`src/rtl/cpu_run_ctrl.sv`:
```
// Run controller for the 16-bit pipelined core: program load, reset/enable/start
// sequencing, HALT/budget termination and cycle accounting.
module cpu_run_ctrl #(
  parameter logic [15:0] MAX_CYCLES   = 16'hFFFF,
  parameter int unsigned DRAIN_CYCLES = 4
) (
  input  logic        clock,
  input  logic        reset,
  input  logic        host_we,
  input  logic [7:0]  host_addr,
  input  logic [15:0] host_wdata,
  input  logic        host_go,
  input  logic        host_abort,
  output logic        host_busy,
  output logic        imem_we,
  output logic [7:0]  imem_addr,
  output logic [15:0] imem_wdata,
  input  logic [15:0] imem_rdata,
  input  logic [7:0]  cpu_i_addr,
  output logic        cpu_reset_n,
  output logic        cpu_enable,
  output logic        cpu_start,
  output logic [15:0] run_cycles,
  output logic        done,
  output logic        timeout
);

  typedef enum logic [2:0] {
    S_IDLE,
    S_CLEAR,
    S_START,
    S_RUN,
    S_DRAIN,
    S_FINISH
  } state_t;

  localparam logic [4:0] HALT_OP = 5'b00001;

  state_t      state_q, state_d;
  logic [15:0] cnt_q, cnt_d;
  logic [15:0] run_cycles_q, run_cycles_d;
  logic        done_q, done_d;
  logic        timeout_q, timeout_d;
  logic        imem_we_q, imem_we_d;
  logic [7:0]  imem_addr_q, imem_addr_d;
  logic [15:0] imem_wdata_q, imem_wdata_d;

  logic load_phase;
  logic halt_seen;
  logic budget_hit;

  assign load_phase = (state_q == S_IDLE) || (state_q == S_FINISH);
  assign halt_seen  = (imem_rdata[15:11] == HALT_OP);
  // Widened so the +1 cannot wrap when the budget is the full counter range.
  assign budget_hit = ({1'b0, run_cycles_q} + 17'd1) >= {1'b0, MAX_CYCLES};

  always_comb begin
    state_d      = state_q;
    cnt_d        = cnt_q;
    run_cycles_d = run_cycles_q;
    done_d       = done_q;
    timeout_d    = timeout_q;
    imem_we_d    = 1'b0;
    imem_addr_d  = imem_addr_q;
    imem_wdata_d = imem_wdata_q;

    case (state_q)
      S_IDLE, S_FINISH: begin
        if (host_we) begin
          imem_we_d    = 1'b1;
          imem_addr_d  = host_addr;
          imem_wdata_d = host_wdata;
        end
        if (host_go) begin
          state_d      = S_CLEAR;
          cnt_d        = '0;
          run_cycles_d = '0;
          done_d       = 1'b0;
          timeout_d    = 1'b0;
        end
      end
      S_CLEAR: begin
        if (host_abort) begin
          state_d = S_IDLE;
        end else if (cnt_q == 16'd1) begin
          state_d = S_START;
        end else begin
          cnt_d = cnt_q + 16'd1;
        end
      end
      S_START: begin
        state_d = host_abort ? S_IDLE : S_RUN;
      end
      S_RUN: begin
        if (host_abort) begin
          state_d = S_IDLE;
        end else begin
          run_cycles_d = run_cycles_q + 16'd1;
          if (budget_hit) begin
            run_cycles_d = MAX_CYCLES;
            timeout_d    = 1'b1;
            state_d      = S_FINISH;
          end else if (halt_seen) begin
            cnt_d   = '0;
            state_d = S_DRAIN;
          end
        end
      end
      S_DRAIN: begin
        if (host_abort) begin
          state_d = S_IDLE;
        end else begin
          run_cycles_d = run_cycles_q + 16'd1;
          if (budget_hit) begin
            run_cycles_d = MAX_CYCLES;
            timeout_d    = 1'b1;
            state_d      = S_FINISH;
          end else if (cnt_q == 16'(DRAIN_CYCLES - 1)) begin
            done_d  = 1'b1;
            state_d = S_FINISH;
          end else begin
            cnt_d = cnt_q + 16'd1;
          end
        end
      end
      default: state_d = S_IDLE;
    endcase
  end

  always_ff @(posedge clock or posedge reset) begin
    if (reset) begin
      state_q      <= S_IDLE;
      cnt_q        <= '0;
      run_cycles_q <= '0;
      done_q       <= 1'b0;
      timeout_q    <= 1'b0;
      imem_we_q    <= 1'b0;
      imem_addr_q  <= '0;
      imem_wdata_q <= '0;
    end else begin
      state_q      <= state_d;
      cnt_q        <= cnt_d;
      run_cycles_q <= run_cycles_d;
      done_q       <= done_d;
      timeout_q    <= timeout_d;
      imem_we_q    <= imem_we_d;
      imem_addr_q  <= imem_addr_d;
      imem_wdata_q <= imem_wdata_d;
    end
  end

  // The core owns memory addressing whenever it is enabled and fetching.
  always_comb begin
    host_busy   = (state_q == S_CLEAR) || (state_q == S_START) ||
                  (state_q == S_RUN)   || (state_q == S_DRAIN);
    cpu_reset_n = (state_q != S_IDLE) && (state_q != S_CLEAR);
    cpu_enable  = (state_q == S_START) || (state_q == S_RUN) || (state_q == S_DRAIN);
    cpu_start   = (state_q == S_START);
    imem_we     = imem_we_q;
    imem_addr   = cpu_enable ? cpu_i_addr : imem_addr_q;
    imem_wdata  = imem_wdata_q;
    run_cycles  = run_cycles_q;
    done        = done_q;
    timeout     = timeout_q;
  end

endmodule

```
`config.mk`:
```
export PLATFORM = sky130hd
export DESIGN_NAME = cpu_run_ctrl
export DESIGN_NICKNAME = d
export VERILOG_FILES = /design/src/rtl/cpu_run_ctrl.sv
export SDC_FILE = /design/constraint.sdc
export NUM_CORES = 1
export LEC_CHECK = 0
export ABC_CLOCK_PERIOD_IN_PS = 2150
export CAP_MARGIN = 25
export CORE_ASPECT_RATIO = 1.1
export CORE_UTILIZATION = 44
export CTS_CLUSTER_DIAMETER = 50
export CTS_CLUSTER_SIZE = 28
export DETAILED_ROUTE_END_ITERATION = 8
export GPL_TIMING_DRIVEN = 0
export PLACE_DENSITY = 0.84
export SYNTH_ARGS = -nofsm -noshare
export SYNTH_HDL_FRONTEND = slang
export SYNTH_SLANG_ARGS = --single-unit
export TNS_END_PERCENT = 10
```
`constraint.sdc`:
```
create_clock -name clock -period 2.15 [get_ports clock]
set_input_delay 0.43 -clock clock [delete_from_list [all_inputs] [get_ports clock]]
set_output_delay 0.43 -clock clock [all_outputs]
set_load 0.05 [all_outputs]
```
Word-level counts from Yosys, hierarchy flattened
Index checks and enable logic that the tools add are counted.
W data, S select, Z words.
{"block": "word_totals", "register_bits": 62, "latchBits": 0, "mem_bits_rw": 0, "mem_bits_ro": 0, "input_bits": 53, "out_inout_bits": 47, "elab_cells": 90, "mem_count": 0}
{"block": "classes", "add_sub_neg": 3, "n_mul": 0, "n_div": 0, "n_lt_le_gt_ge": 1, "n_eq_ne": 24, "n_shift": 0, "n_mux": 35, "bitwise_logic": 0, "reduce_logical": 19}
{"cell": "$mux W16", "n": 11}
{"cell": "$pmux W16 S4", "n": 1}
{"cell": "$add A16 B1 Y16 const B", "n": 2}
{"cell": "$pmux W16 S2", "n": 1}
{"cell": "$mux W3", "n": 9}
{"cell": "$ne A2 B2 Y1 const B", "n": 11}
{"cell": "$add A16 B1 Y17 const B", "n": 1}
{"cell": "$ge A17 B16 Y1 const B", "n": 1}
{"cell": "$eq A16 B1 Y1 const B", "n": 1}
{"cell": "$eq A16 B2 Y1 const B", "n": 1}
{"cell": "$pmux W3 S5", "n": 1}
{"cell": "$reduce_and A10 Y1", "n": 1}
{"cell": "$mux W1", "n": 8}
{"cell": "$mux W8", "n": 1}
{"cell": "$ne A4 B4 Y1 const B", "n": 2}
{"cell": "$reduce_and A4 Y1", "n": 2}
{"cell": "$eq A3 B2 Y1 const B", "n": 2}
{"cell": "$eq A3 B3 Y1 const B", "n": 2}
{"cell": "$eq A5 B1 Y1 const B", "n": 1}
{"cell": "$logic_or A1 B1 Y1", "n": 5}
{"cell": "$reduce_and A5 Y1", "n": 1}
{"cell": "$pmux W1 S2", "n": 2}
{"cell": "$reduce_bool A2 Y1", "n": 2}
{"cell": "$reduce_bool A4 Y1", "n": 1}
{"cell": "other kinds (11)", "n": 12}

Longest topological paths before layout
Gate-level depths: netlist of run 1.
{"block": "depth", "depth_word": 5, "ltp_mapped": 11, "ltp_nobuf": 9}

Worst setup path after synthesis of run 1
Ideal clock, no wire load.
{"block": "synth_path", "path_kind": "flip-flop to flip-flop", "start": "register run_cycles_q[9] (netlist: run_cycles[9])", "end": "register cnt_q[10]", "setup_ns": 0.069, "arrival_ns": 2.649, "required_ns": 2.081, "slack_ns": -0.568, "path_stages_with_launch": 10, "n_path_buf": 2, "period_less_slack_ns": 2.718, "cell_sequence": "dfrtp_1 buf_2 nand4_1 nor4_1 xnor2_1 nor2_1 a211o_1 buf_6 or4_1 nand3_1"}
{"block": "synth_via", "elab_chain_len": 4, "word_cells_on_any_way": 5, "classes_between": "add/sub: 1; order compare: 1; eq/ne: 2; reduce/logical: 1"}
{"element": "start: declaration", "line_no": "41", "rtl": "logic [15:0] run_cycles_q, run_cycles_d;"}
{"element": "start signal: assignment", "line_no": "143", "rtl": "run_cycles_q <= run_cycles_d;"}
{"element": "$add A16 B1 Y17 (*)", "line_no": "55", "rtl": "assign budget_hit = ({1'b0, run_cycles_q} + 17'd1) >= {1'b0, MAX_CYCLES};"}
{"element": "$ge A17 B16 Y1 (*)", "line_no": "55"}
{"element": "$ne A2 B2 Y1 (no source line)"}
{"element": "$reduce_and A10 Y1 (no source line) (*)"}
{"element": "end signal: assignment", "line_no": "142", "rtl": "cnt_q <= cnt_d;"}
{"element": "end: declaration", "line_no": "40", "rtl": "logic [15:0] cnt_q, cnt_d;"}
Every way passes the cells marked *; elsewhere a longest branch is shown, timed or not.
A chain may end at the register's enable or synchronous reset.

Worst setup path after layout of run 1
{"block": "layout_path", "start": "register cnt_q[0]", "end": "register cnt_q[9]"}
{"block": "layout_via", "elab_chain_len": 5, "word_cells_on_any_way": 12, "classes_between": "add/sub: 1; eq/ne: 4; mux: 6; reduce/logical: 1"}
{"element": "$add A16 B1 Y16", "line_no": "88, 122"}
{"element": "$mux W16", "line_no": "118", "rtl": "end else if (cnt_q == 16'(DRAIN_CYCLES - 1)) begin"}
{"element": "$mux W16", "line_no": "114", "rtl": "if (budget_hit) begin"}
{"element": "$mux W16", "line_no": "110", "rtl": "if (host_abort) begin"}
{"element": "$pmux W16 S4", "line_no": "67", "rtl": "case (state_q)"}
Parallel ways exist; a longest one is shown, timed or not. The select of a mux whose other input is x is not followed.

==> results by group, run 1 <==
Cells and area
  – Number of fill cells: 580
  – Diodes inserted: 0
  – P&R area growth vs syn: 47.2%
  – Area of the multi-input gates: 2060 µm²
  – Final instance area: between 5000 and 6000 µm²
  – Share of cells above drive strength 1: 0.296
  – Register area: roughly 1600 µm²
  – Fin nets: between 500 and 600
  – Non-filler cells, final: 612

Logic synthesis
  – Post-synthesis sequential area ratio: 0.436
  – Yosys cell types: 57
  – Yosys top cell area share: 0.436
  – Async SR Flop Fraction: 1.00
  – Mapped Nets: 440
  – Synth Instances: 383
  – Cell Area, Synth: roughly 3600 µm²
  – Yosys reg bits: 62
  – Post-synth EDFFs: 0
  – YS warnings: 0
  – Ys flop type: dfrtp_1
  – Synth Area per Inst: 9.29 µm²
  – Area leader, netlist: dfrtp_1
  – Synth area leaders: dfrtp_1 44%, mux2_2 10%, o21ai_0 6.0%

Power
  – Pint: ~0.0041 W
  – LEAKAGE: 2.26 nW
  – Power per cell area: between 1000 and 1500 nW/µm²
  – Flop pwr share: 0.228
  – Power share of the clock group: 0.135
  – Combinational power share: 0.637
  – P_sw: roughly 0.0036 W
  – Final Power: 0.00775 W
  – Switching share of power: 0.468
  – Worst VDD drop: 1.20 mV

CTS
  – Clock Latency Late Sink: 0.35 ns
  – Clk sinks: slightly above 60
  – Count of hold-fix buffers inserted at cts: 0
  – Clk slew on worst S/H paths: 0.08 ns
  – Htree depth: 3
  – CTS tree: built
  – Clock Path Buffers: 2
  – Cell chosen for the clock root: clkbuf_8
  – Total CTS buffers: 9

GRT
  – GRT overflow: 0
  – Total GRT Usage: 0.251
  – Antenna violations before repair: 0
  – First-pass GRT wire length: between 15000 and 20000 µm
  – Vias in the first global route: about 3.5k
  – Largest net degree at the start of global routing: 35

Route
  – Antenna Nets Post-Route: 0
  – Via count: roughly 3.5k
  – Via/cell ratio: 5.76
  – Wire per inst: between 15 and 20 µm
  – Drt pass-1 iters: 5
  – DRC Markers: 0
  – Routed wire length: 10400 µm
  – DR iter-0 viols: around 320

Placed design
  – Placed Instances: slightly below 600
  – DP Area: between 4000 and 5000 µm²
  – Port Buf Inserts: 87
  – Final GP Congestion: approximately 0.86
  – DP HPWL: 6800 µm

Setup path
  – Critical path origin: cnt_q[0]
  – R2r endpoint: cnt_q[9]
  – Worst reg2reg startpoint: cnt_q[0]
  – Crit Path Max Fanout: 8
  – Setup crit end kind: flop
  – Critical Path, Cell by Cell: ha_1, nor3b_1, a41oi_1, o32ai_1, a211o_1, buf_6, buf_8, o21ai_1, o41ai_2
  – Kind of critical path: flop to flop
  – Required time worst endpoint: between 2 and 2.5 ns
  – Reg2Reg Setup Slack: -0.23 ns
  – CP peak stage delay: about 0.43 ns
  – Worst reg2reg path depth: 9
  – CP max stage cell: dfrtp_1
  – CP endpoint: cnt_q[9]
  – Type of origin of the critical path: flop
  – CP Data Arrival Time: around 2.6 ns

Floorplanning
  – # rows: 34
  – Core box area: 7870 µm²
  – Horiz. Die Dim: 87.7 µm
  – Starting Density: 0.452
  – Die area: ~8400 µm²
  – Height of the die: between 90 and 100 µm
  – Boundary pin count: 100

Outcome
  – Status: finished, violations left
  – Violated checks: setup timing

STA
  – RSZ-0062 raised after global routing: yes
  – Clock skew: 0.0135 ns
  – Worst Tran Pin Value: ~0.66 ns
  – Achievable Freq: roughly 420 MHz
  – Hold Fails Final Rpt: 0
  – Min Tclk post-route: roughly 2.4 ns
  – Final setup vio count: 41
  – Final worst-path cycle share: 1.11
  – Worst Hold Slack: between 0.4 and 0.5 ns
  – Setup ws final: -0.228 ns
  – Relative slew slack: 0.557
  – Final Max Slew Viols: 0

Worst hold path
  – Worst hold path class: primary input to asynchronous set/reset pin

Job
  – Max-cap violations: 0
==> registers in the layout, indices dropped and copies added (netlist names) <==
register     cells
imem_addr_q      8
cnt_q           16
done             1
run_cycles      16
state_q          3
timeout          1
imem_wdata      16
imem_we          1
==> worst min path at each step <==
stage | endpoint | slack, ns | startpoint
floorplan | cnt_q[7] | 0.46 | cnt_q[7]
global placement | imem_addr_q[1] | 0.49 | imem_addr_q[1]
detailed placement | imem_wdata[14] | 0.50 | imem_wdata[14]
CTS | cnt_q[4] | 0.51 | reset
global route | imem_wdata[5] | 0.53 | imem_wdata[5]
finish | imem_wdata[13] | 0.49 | reset
==> cell usage in the layout (no fill, tap or decap), types with 3 or more instances in the layout <==
master	count
buf_6	13
dfrtp_2	17
nand3_1	15
nand2_1	30
a21oi_1	19
nor3_1	5
inv_2	3
nor2_1	27
and4_1	3
mux2_4	5
and2_1	6
clkbuf_8	11
clkdlybuf4s50_1	73
dfrtp_1	45
clkbuf_1	7
o21ai_2	4
buf_8	4
o21ai_0	23
o21ai_1	19
nand4_1	6
nor4_2	3
nand2b_1	6
a31oi_1	6
nor4_1	4
and2_4	3
buf_4	19
inv_1	12
o31ai_1	7
nor2_2	3
mux2_2	27
and3_1	7
==> power groups by stage <==
stage,logic (W),clock network [W],registers [W]
floorplan,0.00236,0,0.00234
global placement,0.00411,0,0.00173
detailed placement,0.00419,0,0.00175
CTS,0.00468,0.00106,0.00176
global route,0.00519,0.00110,0.00180
finish,0.00494,0.00105,0.00176
==> synthesized netlist by cell type, types with 3 or more instances <==
library cell and n:
nand4_1 6, and4_1 3, nor4_1 9, nand2b_1 7, a31oi_1 7, and3_1 8, and2_1 7, o31ai_1 8
o41ai_1 3, dfrtp_1 62, o21ai_0 43, buf_2 6, buf_4 3, xnor2_1 3, nor3b_1 3, nand2_1 33
inv_1 15, nor2_1 31, mux2_2 32, a21oi_1 19, clkbuf_1 9, ha_1 4, nor3_1 5, nand3_1 16
==> logic make-up (layout without fill, tap and decap cells) <==
group                      Yosys count  count (layout)  synth area share
adders and majority gates            4               4            0.0141
xor gates and xnor gates             5               5            0.0123
and+or+nand+nor                    139             140             0.200
muxes                               32              32             0.101
DFF                                 62              62             0.436
AOI/OAI and AO/OA                  105             105             0.189
buffers and inverters               36             156            0.0475
==> timing repair <==
action | 4_1_cts | 5_1_grt
gates cloned | 1 | 1
buffers inserted | 14 | 3
pin swaps | 17 | 2
setup endpoints to repair | 64 | 64
gates resized for setup | 116 | 25
==> through the flow <==
| stage | util | worst slack, ns | setup TNS [ns] |
|---|---|---|---|
| 4_1_cts | 0.652 | -0.229 | -3.46 |
| 3_3_place_gp | 0.592 | -1.14 | -83.60 |
| 5_1_grt | 0.665 | -0.281 | -7.38 |
| 6_report | 0.665 | -0.228 | -4.30 |
| 2_1_floorplan | - | -0.258 | -4.60 |
| 3_5_place_dp | 0.594 | -0.811 | -24.33 |
==> area by class of cell <==
| class | count | share of cell area |
|---|---|---|
| buffer | 19 | 0.0304 |
| clock buffer | 12 | 0.0277 |
| clock inverter | 4 | 0.00908 |
| inverter | 15 | 0.0108 |
| multi-input combinational | 286 | 0.393 |
| sequential | 62 | 0.300 |
| tap | 108 | 0.0258 |
| timing repair buffer | 106 | 0.202 |
==> layer usage <==
metal / vias up / global-route usage / wire, µm
met5: - / 0 / 0
li1: 1637 / - / -
met1: 1706 / 0.289 / 4030
met3: 24 / 0.0592 / 649
met4: 0 / 0.116 / 227
met2: 158 / 0.439 / 5460
==> worst max-delay path: cells and delay by family, from the launching register on <==
| kind | cells | cell delay (ns) |
|---|---|---|
| AO/OA/AOI/OAI | 5 | 1.19 |
| flip-flops | 1 | 0.43 |
| buffers and inverters | 2 | 0.29 |
| adder cells (fa/ha/maj) | 1 | 0.21 |
| AND/OR/NAND/NOR | 1 | 0.13 |
No activity file was read; power rests on OpenSTA's default activity.
==> run 2, diff against run 1 <==
--- a/config.mk
+++ b/config.mk
@@ -8,12 +8,13 @@
 export ABC_CLOCK_PERIOD_IN_PS = 2150
 export CAP_MARGIN = 25
 export CORE_ASPECT_RATIO = 1.1
-export CORE_UTILIZATION = 44
+export CORE_UTILIZATION = 56
 export CTS_CLUSTER_DIAMETER = 50
 export CTS_CLUSTER_SIZE = 28
 export DETAILED_ROUTE_END_ITERATION = 8
+export DONT_BUFFER_PORTS = 1
 export GPL_TIMING_DRIVEN = 0
-export PLACE_DENSITY = 0.84
+export PLACE_DENSITY = 0.81
 export SYNTH_ARGS = -nofsm -noshare
 export SYNTH_HDL_FRONTEND = slang
 export SYNTH_SLANG_ARGS = --single-unit
==> run 2 against run 1 <==
Net effect:
- worst setup slack worse by 0.15 ns
- sequential power is 39% higher
- combinational power is 31% lower
- maximum frequency is 6.0% lower
- clock power is 11% lower
- hold slack worse by 0.34 ns
- the flow still finishes with violations (setup timing)
- flip-flop and latch count stayed put
- via count is 10% lower
- final cell count is 19% lower
- register-to-register slack worse by 0.15 ns
==> results by group, run 2 (synthesis results as in run 1) <==
Cells and area
  – Fin nets: ~470
  – Most common cell after layout, fill and taps aside: dfrtp_1
  – Share of cells above drive strength 1: 0.335
  – Diodes inserted: 0
  – P&R area growth vs syn: 20.8%
  – Number of fill cells: ~480
  – Non-filler cells, final: a little under 500
  – Final instance area: approximately 4300 µm²
  – Commonest cells after routing, fill and taps aside: 45 x dfrtp_1, 30 x nand2_1, 27 x nor2_1

Route
  – Via count: 3173
  – Wire per inst: between 15 and 20 µm
  – Via/cell ratio: between 6 and 7
  – Antenna Nets Post-Route: 0
  – DR iter-0 viols: around 210
  – DRC Markers: 0
  – Drt pass-1 iters: 6
  – Routed wire length: a little under 10000 µm

Setup path
  – Setup crit end kind: flop
  – Worst reg2reg path depth: 9
  – CP endpoint: cnt_q[10]
  – Kind of critical path: flop to flop
  – Critical path origin: run_cycles[2]
  – CP Data Arrival Time: around 2.8 ns
  – Reg2Reg Setup Slack: -0.38 ns
  – Crit Path Max Fanout: 6
  – R2r endpoint: cnt_q[10]
  – Required time worst endpoint: around 2.4 ns
  – Worst reg2reg startpoint: run_cycles[2]
  – Type of origin of the critical path: flop

STA
  – Final setup vio count: 52
  – Setup ws final: -0.379 ns
  – Hold Fails Final Rpt: 0
  – Achievable Freq: approximately 400 MHz
  – Clock skew: 0.0121 ns
  – RSZ-0062 raised after global routing: yes
  – Post-route setup TNS: -10.93 ns
  – Relative slew slack: 0.399
  – Final worst-path cycle share: 1.18
  – Min Tclk post-route: ~2.5 ns
  – Worst Tran Pin Value: between 0.8 and 0.9 ns
  – Final Max Slew Viols: 0

CTS
  – Total CTS buffers: 9
  – Cell chosen for the clock root: clkbuf_8
  – CTS tree: built
  – Clk slew on worst S/H paths: 0.08 ns
  – Clock Latency Late Sink: about 0.35 ns
  – Clk sinks: slightly above 60
  – Htree depth: 3
  – Clock Path Buffers: 2

GRT
  – GRT overflow: 0
  – Met2 usage: 0.488
  – Vias in the first global route: just over 3k
  – First-pass GRT wire length: approximately 15000 µm
  – Met1 GRT Util: 0.331
  – Top Usage Layer GRT: met2
  – Total GRT Usage: 0.291
  – Routing usage on met3: 0.0745
  – Largest net degree at the start of global routing: 46
  – Antenna violations before repair: 0

Placed design
  – DP Area: 3780 µm²
  – Port Buf Inserts: 0
  – Post-Place Setup Slack: -0.487 ns
  – Placed Instances: between 400 and 500
  – Final GP Congestion: 0.894
  – DP HPWL: 6080 µm

Outcome
  – Status: finished, violations left
  – Violated checks: setup timing

Job
  – Max-cap violations: 0

Worst hold path
  – Worst hold path class: primary input to flop

Power
  – Worst VDD drop: ~1.0 mV
  – Final Power: 0.00677 W
  – LEAKAGE: roughly 1.9 nW
  – Power per cell area: around 1600 nW/µm²

Floorplanning
  – Boundary pin count: 100
  – Core box area: a little over 6000 µm²
  – Height of the die: 85.6 µm
  – # rows: 30
  – Die area: about 6700 µm²
  – Horiz. Die Dim: a little under 80 µm
  – Starting Density: 0.578
run 2: cell types whose count changed in the layout (fill, tap and decap cells not counted), moves of 3 or more:
cell / delta
buf_4: -6
buf_6: -5
clkdlybuf4s50_1: -73
dfrtp_2: -3
dfrtp_4: +3
mux2_2: -3
mux2_4: +3
nor4_1: +3
o21ai_1: -3
run 2: worst max-delay path, cell delays in order (launching register included):
cell     delay, ns
dfrtp_2       0.53
buf_6         0.18
nand4_1       0.25
nor4_4        0.28
xnor2_2       0.16
nor2_1        0.06
a211o_1       0.34
buf_6         0.15
or4_1         0.42
nand3_1       0.09
run 2: power by group:
group,switching [W],internal [W],total (W)
Clock,0.000485,0.000450,0.000934
Combinational,0.00205,0.00133,0.00339
Sequential,0.000952,0.00150,0.00245
Total,0.00349,0.00328,0.00677
run 2: through the flow:
stage	util	hold WS (ns)
final	0.698	0.156
after global routing	0.698	0.157
after CTS	0.677	0.152
after detailed placement	0.614	0.333
after global placement	0.609	0.486
after floorplan	-	0.461
run 2: what timing repair did:
item	in CTS	in global routing
setup endpoints to repair	61	63
endpoints found under the hold margin	17	0
gates resized for setup	43	37
setup buffers	12	2
hold buffers	1	0
gates cloned	1	0
pin swaps	13	5
run 2: metal layers:
metal  vias up  routed length, µm
met4         0                355
met1      1566               3640
met3        32                562
met5         -                  0
met2       122               5130
li1       1453                  -
run 2: layout make-up:
class                   count  area [µm²]  area share
multi-input cells         286        2070       0.483
flip-flops and latches     62        1580       0.368
repair buffers             17         150      0.0349
plain buffers              19         149      0.0346
clock buffers              11         141      0.0329
well taps                  80         100      0.0233
inverters                  15        67.6      0.0157
clock inverters             5        35.0     0.00815
run 2: worst min-delay path by stage:
stage                   startpoint             end  slack, ns  cells after the start
floorplan                 cnt_q[7]        cnt_q[7]       0.46                      1
global placement    imem_addr_q[0]  imem_addr_q[0]       0.49                      1
detailed placement           reset   imem_wdata[0]       0.33                      1
CTS                        host_go            done       0.15                      1
global route               host_go            done       0.16                      1
finish                     host_go            done       0.16                      1
==> RTL edit 1, RTL diff (config.mk and constraints of run 1) <==
Take the reset off `imem_addr_q` and `imem_wdata_q` and load them in a clocked block of their own.
--- a/src/rtl/cpu_run_ctrl.sv
+++ b/src/rtl/cpu_run_ctrl.sv
@@ -136,6 +136,4 @@
       timeout_q    <= 1'b0;
       imem_we_q    <= 1'b0;
-      imem_addr_q  <= '0;
-      imem_wdata_q <= '0;
     end else begin
       state_q      <= state_d;
@@ -145,7 +143,10 @@
       timeout_q    <= timeout_d;
       imem_we_q    <= imem_we_d;
-      imem_addr_q  <= imem_addr_d;
-      imem_wdata_q <= imem_wdata_d;
     end
+  end
+
+  always_ff @(posedge clock) begin
+    imem_addr_q  <= imem_addr_d;
+    imem_wdata_q <= imem_wdata_d;
   end
 
Check against the original RTL: not equivalent (Yosys sat finds a counterexample within 4 cycles, from zero or initial values and one cycle with reset high).
==> RTL edit 1 against run 1 <==
  * The run still ends with negative setup slack left
  * Count of clock-buffer cells in the layout down 3
  * Sequential share of layout area up 2.3 points
  * Worst setup slack worse by 0.30 ns
  * Total power down 28%
  * Final area down 0.41%
  * Routed wire length up 6.0%
  * Synthesized cell count down 7.3%
  * Critical path depth down 1
  * Sequential cell count unchanged
  * Synthesized area up 3.0%
  * First-iteration DRC count down 24%
  * Fmax down 11%
  * Final cell count down 5.2%
==> RTL edit 1: results (changes against run 1) <==
Critical path
  • Reg2reg end: state_q[1]
  • Critical path type: flop to flop
  • Critical path peak fanout: 4 (-4)
  • Worst Path Arrival: 2.93 ns (+0.34 ns)
  • CP max-delay cell: or4_4
  • Max stage delay on crit path: 0.54 ns (+0.11 ns)
  • Origin of the critical flop-to-flop path: run_cycles[1]
  • Cells on worst reg2reg path: 8 (-1)
  • Origin of the worst setup path: run_cycles[1]

GRT
  • Largest net degree at the start of global routing: 39 (+11%)
  • Vias in the first global route: 3316 (-4.7%)
  • Total track usage: 24.0% (-1.1 points)

Clock tree
  • Num CTS Buffers: 9 (unchanged)

Detailed routing
  • DR WL/cell: 19.0 um (+12%)
  • Vias per inst: 6.17 (+7.1%)
  • Via count: 3579 (+1.5%)
  • Drt first-iter violations: 247 (-24%)

Synth
  • Post-synth cell types: 67 (+18%)
  • Compound-Gate Fraction of Synth Area: 21.3% (+2.4 points)
  • Post-synth ARST share: 61.3% (-39 points)
  • Syn_nets: 412 (-6.4%)
  • Mux cell area share after synthesis: 2.46% (-7.7 points)
  • Seq/Total Area, Yosys: 45.6% (+2.0 points)
  • Top cells by area, synth: dfrtp_1 (26%), edfxtp_1 (20%), a21oi_1 (3.6%)
  • Synth top cells by count: dfrtp_1 (38), nand2_1 (28), a21oi_1 (26)
  • Synth Area in Adders: 1.37% (-0.040 points)
  • Number of synthesized flops with an enable pin: 24 (+24)
  • Post-Synth XOR/XNOR Area: 0.957% (-0.27 points)
  • Mapped Cells: 355 (-7.3%)

Placement
  • DP Area: 4740 um2 (+1.4%)
  • Port bufs: 88 (+1.1%)
  • GPL Wtd Cong: 0.907 (+5.4%)
  • Placed cell count: 551 (-4.8%)

Worst hold path
  • Hold Crit Class: flop to flop

Run status
  • Failing checks: negative setup slack
  • Status: complete, but fails checks

Finish
  • Layout cells sized above 1: 26.9% (-2.7 points)
  • Final #Nets: 524 (-5.8%)
  • # fillers: 607 (+4.7%)

Pwr
  • Total sequential power: 1.58 mW (-10%)
  • Pint: 3.05 mW (-26%)
  • Pleak: 2.01 nW (-11%)
  • Clk pwr share: 18.5% (+5.0 points)
  • Sw Ratio: 45.0% (-1.8 points)

Timing
  • Max_slew headroom: 45.5% (-10 points)
  • Skew final: 0.00930 ns (-0.00418 ns)
  • Sum Neg Setup Slack: -17.93 ns (-13.64 ns)
  • Final setup fails: 45 (+9.8%)
  • Final setup margin: -0.532 ns (-0.304 ns)
RTL edit 1: cell count changes after synthesis, moves of 7 or more:
cell	before	now
mux2_2	32	8
o22a_1	1	9
o21ai_0	43	13
dfrtp_1	62	38
edfxtp_1	0	24
a21oi_1	19	26
nor3_1	5	12
a311oi_1	0	7
nor2_1	31	19
RTL edit 1: worst min-delay path by stage:
| stage | startpoint | end | slack [ns] | cells past startpoint |
|---|---|---|---|---|
| 6_report | timeout | timeout | 0.51 | 2 |
| 5_1_grt | timeout | timeout | 0.56 | 2 |
| 4_1_cts | timeout | timeout | 0.52 | 2 |
| 3_5_place_dp | timeout | timeout | 0.50 | 2 |
| 3_3_place_gp | timeout | timeout | 0.49 | 2 |
| 2_1_floorplan | cnt_q[15] | cnt_q[15] | 0.50 | 1 |
RTL edit 1: timing repair:
item	4_1_cts	5_1_grt
cloned	1	0
setup endpoints to repair	74	76
pin swaps	9	17
resized for setup	39	43
setup buffers	8	5
RTL edit 1: area by class of cell:
| class | instances | area, um2 | share of cell area (%) |
|---|---|---|---|
| multi-input cells | 264 | 1980 | 38.1 |
| repair buffers | 102 | 980 | 18.8 |
| clock buffers | 9 | 124 | 2.38 |
| well taps | 108 | 135 | 2.59 |
| plain buffers | 18 | 194 | 3.72 |
| inverters | 10 | 37.5 | 0.720 |
| flip-flops and latches | 62 | 1680 | 32.3 |
| clock inverters | 7 | 75.1 | 1.44 |
RTL edit 1: routing by layer:
metal	vias to the layer above	GRT usage, %	part of all wire [%]
met4	0	9.28	3.1
met5	-	0	0
met2	207	39.9	49
li1	1597	-	-
met3	31	4.84	8.9
met1	1744	30.4	38
==> RTL edit 2, RTL diff (settings of run 1) <==
Made on the original files. Set the parameter `MAX_CYCLES` to 16'hBFFF (it was 16'hFFFF).
--- a/src/rtl/cpu_run_ctrl.sv
+++ b/src/rtl/cpu_run_ctrl.sv
@@ -2,5 +2,5 @@
 // sequencing, HALT/budget termination and cycle accounting.
 module cpu_run_ctrl #(
-  parameter logic [15:0] MAX_CYCLES   = 16'hFFFF,
+  parameter logic [15:0] MAX_CYCLES   = 16'hBFFF,
   parameter int unsigned DRAIN_CYCLES = 4
 ) (
Check against the original RTL: no difference found for any inputs over 10 cycles, from zero or initial values and one cycle with reset high; that may be too few to reach the edited logic, so the function may still have changed.
==> RTL edit 2 against run 1 <==
  * The flow still finishes with violations (negative setup slack)
  * Critical path depth fell by 2
  * Largest power group unchanged
  * Routed wire length rose by 13%
  * Total power fell by 0.32%
  * Fmax rose by 1.0%
  * Largest cell class unchanged
  * Final area rose by 4.7%
  * Worst setup slack improved by 0.024 ns
  * Via count rose by 5.4%
  * Synthesized area rose by 1.9%
  * Sequential cell count did not move
==> RTL edit 2: results (changes against run 1) <==
Critical path
  • Origin of the critical flop-to-flop path: cnt_q[2]
  • Cells on worst reg2reg path: 7 (-2)
  • Critical path peak fanout: 7 (-1)
  • Worst Path Arrival: 2.57 ns (-0.02 ns)
  • Family with the most delay on the worst path: simple AND/OR/NAND/NOR gates
  • End point of the critical path: cnt_q[15]

GRT
  • Total track usage: 26.8% (+1.7 points)
  • Met1 Use GR: 30.1% (+1.1 points)
  • Global-route wire length before repair: 17900 um (+10%)
  • Largest net degree at the start of global routing: 34 (-2.9%)

Placement
  • GPL Wtd Cong: 0.917 (+6.5%)
  • Hpwl dp: 7000 um (+3.0%)
  • DP Area: 4680 um2 (about the same)

Synth
  • Mux cell area share after synthesis: 10.8% (+0.64 points)
  • Compound-Gate Fraction of Synth Area: 17.6% (-1.3 points)
  • Post-synth cell types: 51 (-11%)
  • Synth Area in Adders: 1.38% (-0.026 points)
  • Top cells by area, synth: dfrtp_1 (43%), mux2_2 (9.9%), a31oi_1 (5.0%)
  • Syn_nets: 443 (+0.68%)

Timing
  • Final setup margin: -0.204 ns (+0.0243 ns)
  • Sum Neg Setup Slack: -4.37 ns (-0.0741 ns)
  • Measured slew at the worst slew-check pin: 0.745 ns (+0.0806 ns)
  • Final setup fails: 39 (-4.9%)

Run status
  • Failing checks: negative setup slack
  • Status: complete, but fails checks

Pwr
  • Max VDD drop: 0.000588 V (-51%)
  • Pleak: 2.33 nW (+3.1%)

Clock tree
  • Post-cts sizing count: 125 (+7.8%)

Detailed routing
  • Vias per inst: 6.00 (+4.2%)
  • Drt first-iter violations: 319 (-1.5%)
==> RTL edit 2: changes by cell type after synthesis, moves of 4 or more <==
cell,delta
a31oi_1,+22
nand2b_1,+10
o21ai_0,-10
o31ai_1,-7
a21oi_1,+4
and2_1,-4
nor4_1,-4
==> RTL edit 2: layout make-up <==
type / count / area (um2)
clock inverters: 6 / 61.3
multi-input cells: 288 / 2270
flip-flops and latches: 62 / 1560
fillers: 567 / 2470
well taps: 108 / 135
clock buffers: 10 / 138
plain buffers: 20 / 150
repair buffers: 112 / 1120
inverters: 13 / 48.8
==> RTL edit 2: layer usage <==
metal,routed length (um),up-vias
li1,-,1649
met1,4450,1847
met2,6210,183
met3,747,37
met4,358,0
met5,0,-
==> RTL edit 2: where the power goes <==
group / leakage, nW / internal [mW] / switching [mW]
sequential: 0.792 / 1.50 / 0.250
combinational: 1.43 / 1.97 / 2.96
clock: 0.102 / 0.563 / 0.494
